**config.mk**
```make
export PLATFORM = sky130hd
export DESIGN_NAME = mem_stage
export DESIGN_NICKNAME = d
export VERILOG_FILES = /design/src/rtl/mem_stage.sv
export SDC_FILE = /design/constraint.sdc
export NUM_CORES = 1
export LEC_CHECK = 0
export CELL_PAD_IN_SITES_DETAIL_PLACEMENT = 0
export CELL_PAD_IN_SITES_GLOBAL_PLACEMENT = 2
export CORE_AREA = 2 2 235 237
export DETAILED_ROUTE_END_ITERATION = 8
export DIE_AREA = 0 0 237 239
export GPL_TIMING_DRIVEN = 0
export HOLD_SLACK_MARGIN = 0.02
export PLACE_DENSITY = 0.78
export SKIP_CTS_REPAIR_TIMING = 1
export SYNTH_ARGS = -nofsm -noshare
export SYNTH_HDL_FRONTEND = slang
export SYNTH_SLANG_ARGS = --single-unit
export TNS_END_PERCENT = 1
```
**constraint.sdc**
```tcl
create_clock -name CLK -period 2.95 [get_ports CLK]
set_clock_uncertainty 0.05 [all_clocks]
set_input_delay 0.7375 -clock CLK [delete_from_list [all_inputs] [get_ports CLK]]
set_output_delay 0.7375 -clock CLK [all_outputs]
set_load 0.005 [all_outputs]
```
**src/rtl/mem_stage.sv**
```systemverilog
// Memory-access stage: data-memory request/ack handshake, upstream stall, branch resolve, MEM/WB register.
// Optional build macro MEM_TIMEOUT_EN adds a WAIT timeout counter and sticky MEM_ERROR flag.
module mem_stage #(
  parameter int unsigned TIMEOUT_CYCLES = 255
) (
  input  logic        CLK,
  input  logic        RESET,
  input  logic [63:0] ALU_VAL_IN,
  input  logic [63:0] RT_READ_IN,
  input  logic [63:0] BRANCH_IN,
  input  logic        ZERO_IN,
  input  logic [4:0]  REG_DESTINATION_IN,
  input  logic        REGWRITE_IN,
  input  logic        MEM2REG_IN,
  input  logic        MEMWRITE_IN,
  input  logic        MEMREAD_IN,
  input  logic        BRANCH_ZERO_IN,
  output logic        DMEM_REQ,
  output logic        DMEM_WE,
  output logic [63:0] DMEM_ADDR,
  output logic [63:0] DMEM_WDATA,
  input  logic        DMEM_ACK,
  input  logic [63:0] DMEM_RDATA,
  output logic        STALL,
  output logic        PCSRC,
  output logic [63:0] BRANCH_TARGET_OUT,
  output logic [63:0] READ_DATA_OUT,
  output logic [63:0] ALU_VAL_OUT,
  output logic [4:0]  REG_DESTINATION_OUT,
  output logic        REGWRITE_OUT,
  output logic        MEM2REG_OUT,
  output logic        MEM_ERROR
);

  localparam logic [1:0] S_IDLE = 2'd0;
  localparam logic [1:0] S_WAIT = 2'd1;
  localparam logic [1:0] S_DONE = 2'd2;

  if (TIMEOUT_CYCLES == 0) begin : g_bad_timeout
    $error("TIMEOUT_CYCLES must be nonzero");
  end

  logic [1:0]  r_state;
  logic [1:0]  w_next;
  logic        w_memop;
  logic        w_busy;
  logic        w_tmo;
  logic        w_drop_wb;
  logic [63:0] r_rdata;
  logic [63:0] r_read;
  logic [63:0] r_alu;
  logic [4:0]  r_dst;
  logic        r_regw;
  logic        r_m2r;

  assign w_memop = MEMREAD_IN | MEMWRITE_IN;
  // Gated by RESET so the handshake drops immediately on an async reset
  assign w_busy  = RESET & (((r_state == S_IDLE) & w_memop) | (r_state == S_WAIT));

`ifdef MEM_TIMEOUT_EN
  localparam int unsigned CW = $clog2(TIMEOUT_CYCLES + 1);
  logic [CW-1:0] r_cnt;
  logic          r_tmo;
  logic          r_err;

  assign w_tmo = w_busy & (r_state == S_WAIT) & ~DMEM_ACK & (r_cnt == CW'(TIMEOUT_CYCLES - 1));

  always_ff @(posedge CLK or negedge RESET) begin
    if (!RESET) begin
      r_cnt <= '0;
      r_tmo <= 1'b0;
      r_err <= 1'b0;
    end else begin
      if (r_state != S_WAIT) r_cnt <= '0;
      else if (!DMEM_ACK) r_cnt <= r_cnt + CW'(1);
      if (w_tmo) begin
        r_tmo <= 1'b1;
        r_err <= 1'b1;
      end else if (r_state == S_DONE) begin
        r_tmo <= 1'b0;
      end
    end
  end

  assign w_drop_wb = r_tmo;
  assign MEM_ERROR = r_err;
`else
  assign w_tmo     = 1'b0;
  assign w_drop_wb = 1'b0;
  assign MEM_ERROR = 1'b0;
`endif

  always_comb begin
    w_next = r_state;
    case (r_state)
      S_IDLE:  if (w_memop) w_next = DMEM_ACK ? S_DONE : S_WAIT;
      S_WAIT:  if (DMEM_ACK || w_tmo) w_next = S_DONE;
      S_DONE:  w_next = S_IDLE;
      default: w_next = S_IDLE;
    endcase
  end

  always_ff @(posedge CLK or negedge RESET) begin
    if (!RESET) begin
      r_state <= S_IDLE;
      r_rdata <= '0;
    end else begin
      r_state <= w_next;
      // A combined read+write is treated as a write, so its load data is zero
      if (w_busy && DMEM_ACK) r_rdata <= MEMWRITE_IN ? '0 : DMEM_RDATA;
      else if (w_tmo)         r_rdata <= '0;
    end
  end

  always_ff @(posedge CLK or negedge RESET) begin
    if (!RESET) begin
      r_read <= '0;
      r_alu  <= '0;
      r_dst  <= '0;
      r_regw <= 1'b0;
      r_m2r  <= 1'b0;
    end else if (w_busy) begin
      r_regw <= 1'b0;
      r_m2r  <= 1'b0;
    end else begin
      r_read <= (r_state == S_DONE) ? r_rdata : '0;
      r_alu  <= ALU_VAL_IN;
      r_dst  <= REG_DESTINATION_IN;
      r_regw <= REGWRITE_IN & ~w_drop_wb;
      r_m2r  <= MEM2REG_IN;
    end
  end

  assign DMEM_REQ            = w_busy;
  assign STALL               = w_busy;
  assign DMEM_WE             = w_busy & MEMWRITE_IN;
  assign DMEM_ADDR           = ALU_VAL_IN;
  assign DMEM_WDATA          = RT_READ_IN;
  assign PCSRC               = RESET & BRANCH_ZERO_IN & ZERO_IN & ~w_busy;
  assign BRANCH_TARGET_OUT   = BRANCH_IN;
  assign READ_DATA_OUT       = r_read;
  assign ALU_VAL_OUT         = r_alu;
  assign REG_DESTINATION_OUT = r_dst;
  assign REGWRITE_OUT        = r_regw;
  assign MEM2REG_OUT         = r_m2r;

endmodule

```
==> out/metrics.cfg, run 1 <==
[grt]
grt_pass1_vias=7365
grt-ovfl-total=0
antenna_found_initial=5
grt_max_degree=110
grt_pass1_wl_mm=47.37
track_usage_pct=10.78

[clocking]
clockBufferDepth=3
cts.sinks=201
cts-buffers-inserted=26
clockRootBuffer=clkbuf_16
ctsHtreeMaxLevel=1
clk_latency_ns=0.55
cts_tree=built
cts.reportedPaths.clkPinSlew_ns=0.06

[placement]
dp_hpwl_mm=24.24
gp_congestion=0.7394
port_buffers=472

[worst_setup_path]
required_ns=2.16
timing.rr.start=r_state[0]$_DFFE_PN0P_
cp_top_family=buffers and inverters
crit-reg2reg-capture=ALU_VAL_OUT[61]$_DFFE_PN0N_
path_max_fanout=4
crit_chain=nor3_4 -> nor3b_4 -> clkbuf_16 -> buf_4 -> clkdlybuf4s50_1
crit_path_end_kind=output port
criticalPathCategory=reg2out
reg2reg_depth=7
critPathArrivalTime_ns=2.03
critPathMaxStageDelay_ns=0.48
cpMaxStageDelayCell=clkdlybuf4s50_1
reg2reg_slack_ns=1.10
crit_buf_inv=3
critPathLaunchType=flop

[sta]
slew_violations=0
setup_viol=0
slew_headroom_pct=54.01
min_period_over_period_pct=95.64
grt_setup_unrepaired=false
worstMarginPinSlew_ns=0.6898
hold_violations=0
final.min_clock_period_ns=2.821
hold_ws_ns=0.1560
fmax_mhz=354.4

[power]
power_mw=8.370
p_leak_nw=7.251
p_per_area_nw_per_um2=512.2
ir_drop_v=0.0003720

[route]
dr.first_iter.drc_count=134
final_antenna_net_count=0
route.vias.total=7059
via_per_inst=3.631
drc=0
drt-pass1-iter-count=4
wl_per_cell_um=17.25
routed_wl_mm=33.54

[job]
drv_cap=0

[synthesis]
ys_types=19
syn_area_sq_um=9562
synth_seq_cells=201
syn_avg_cell_area_sq_um=13.56
syn_inst=705
synth_seq_area_share_pct=52.60
syn_nets=975
yosys_warnings=0

[final_layout]
drive_gt1_share_pct=33.04
layout.nets=1489
fillers=5464
area_growth_pct=70.90

[floorplanning]
io_pins=602
placementRows=86
core_area_sq_um=54340
dieWidth_um=237
die_h_um=239
start_util_pct=17.60
dieArea_sq_um=56640

[outcome]
status=finished, final reports clean

[worst_hold_path]
hp-class=in2async

-- worst max path at each step --
stage              end  slack (ns)  cells after the start                   start
3_3_place_gp   DMEM_WE       -8.56                      6                   RESET
5_1_grt          STALL       0.006                      5  r_state[0]$_DFFE_PN0P_
4_1_cts        DMEM_WE       -1.41                      7                   RESET
3_5_place_dp   DMEM_WE       -1.41                      7                   RESET
2_1_floorplan  DMEM_WE        0.59                      5             MEMWRITE_IN
6_report         STALL        0.13                      5  r_state[0]$_DFFE_PN0P_
-- worst register-to-register path: cells and delay by family, from the launching register on --
kind / cells / cell delay (ns)
DFF: 1 / 0.38
muxes: 1 / 0.34
buffers and inverters: 4 / 0.62
and+or+nand+nor: 2 / 0.33
-- layout by cell type, fill, tap and decap left out, types with 2 or more instances in the layout --
cell               n
clkdlybuf4s50_1  468
dfrtp_1          201
buf_4            199
mux2_4            71
nor2b_1           67
a22o_1            64
mux2_2            60
clkbuf_16         33
buf_6             15
clkbuf_1          13
clkbuf_8          11
buf_2              7
clkinvlp_4         3
clkinv_2           3
dlygate4sd3_1      3
dlymetal6s2s_1     3
diode_2            2
and2_1             2
nor2_1             2
mux2_1             2
buf_16             2
-- state kept, by name, indices dropped and copies added, names as in the netlist --
signal and count:
ALU_VAL_OUT 64, READ_DATA_OUT 64, r_rdata 64, REG_DESTINATION_OUT 5, r_state 2, MEM2REG_OUT 1
REGWRITE_OUT 1
-- metal layers --
metal | wire, um | track usage [%] | vias to the layer above
met3 | 3192 | 4.538 | 37
met4 | 481 | 1.918 | 4
met5 | 22 | 0 | -
met2 | 16230 | 18.21 | 286
li1 | - | - | 3241
met1 | 13620 | 12.89 | 3491
-- cell usage after synthesis (all sizes together) --
cell / number / area (sq um)
a22o: 64 / 560.5
and2: 2 / 12.51
buf: 219 / 1674
clkbuf: 11 / 41.29
conb: 1 / 3.750
dfrtp: 201 / 5030
mux2: 133 / 1764
nand3: 1 / 5.000
nor2: 2 / 7.510
nor2b: 67 / 419.2
nor3: 2 / 15.01
nor3b: 1 / 12.51
nor4bb: 1 / 16.27
-- cell type report --
class / instances / area, sq um / area share [%]
multi-input combinational: 274 / 2829 / 17.31
clock buffer: 40 / 813.3 / 4.977
sequential: 201 / 5030 / 30.78
clock inverter: 7 / 53.80 / 0.3292
tap: 704 / 880.8 / 5.390
timing repair buffer: 488 / 5006 / 30.64
antenna: 2 / 5.005 / 0.03063
buffer: 228 / 1723 / 10.54
-- cell families (layout without fill, tap and decap cells) --
| logic type | count (synthesis) | count (layout) | share of synthesized area, % |
|---|---|---|---|
| other | 1 | 3 | 0.03922 |
| and+or+nand+nor | 76 | 76 | 5.103 |
| DFF | 201 | 201 | 52.60 |
| buffers and inverters | 230 | 763 | 17.94 |
| muxes | 133 | 133 | 18.45 |
| AOI/OAI and AO/OA | 64 | 64 | 5.862 |
-- report_power, final --
part,total (mW),leakage [nW],internal (mW),switching [mW]
sequential,3.29,2.56,3.10,0.190
clock,3.16,0.422,1.89,1.27
combinational,1.91,4.27,1.30,0.617
total,8.37,7.25,6.29,2.08
-- through the flow --
stage / setup TNS (ns) / util (%) / cells / cell area [sq um] / worst slack (ns)
2_1_floorplan: 0 / - / 705 / 9562 / 0.5880
3_3_place_gp: -3101.19 / 27.91 / 1881 / 15170 / -8.559
3_5_place_dp: -60.55 / 27.97 / 1882 / 15200 / -1.407
4_1_cts: -4.492 / 29.57 / 1929 / 16070 / -1.410
5_1_grt: 0 / 30.06 / 1942 / 16340 / 0.005928
6_report: 0 / 30.07 / 1944 / 16340 / 0.1285
No activity file was read; power rests on OpenSTA's default activity.
==> run 2, diff against run 1 <==
--- a/config.mk
+++ b/config.mk
@@ -5,6 +5,7 @@
 export SDC_FILE = /design/constraint.sdc
 export NUM_CORES = 1
 export LEC_CHECK = 0
+export ABC_CLOCK_PERIOD_IN_PS = 2950
 export CELL_PAD_IN_SITES_DETAIL_PLACEMENT = 0
 export CELL_PAD_IN_SITES_GLOBAL_PLACEMENT = 2
 export CORE_AREA = 2 2 235 237
==> results of run 2 <==
The final DEF is identical to that of run 1; final timing and power are the same.
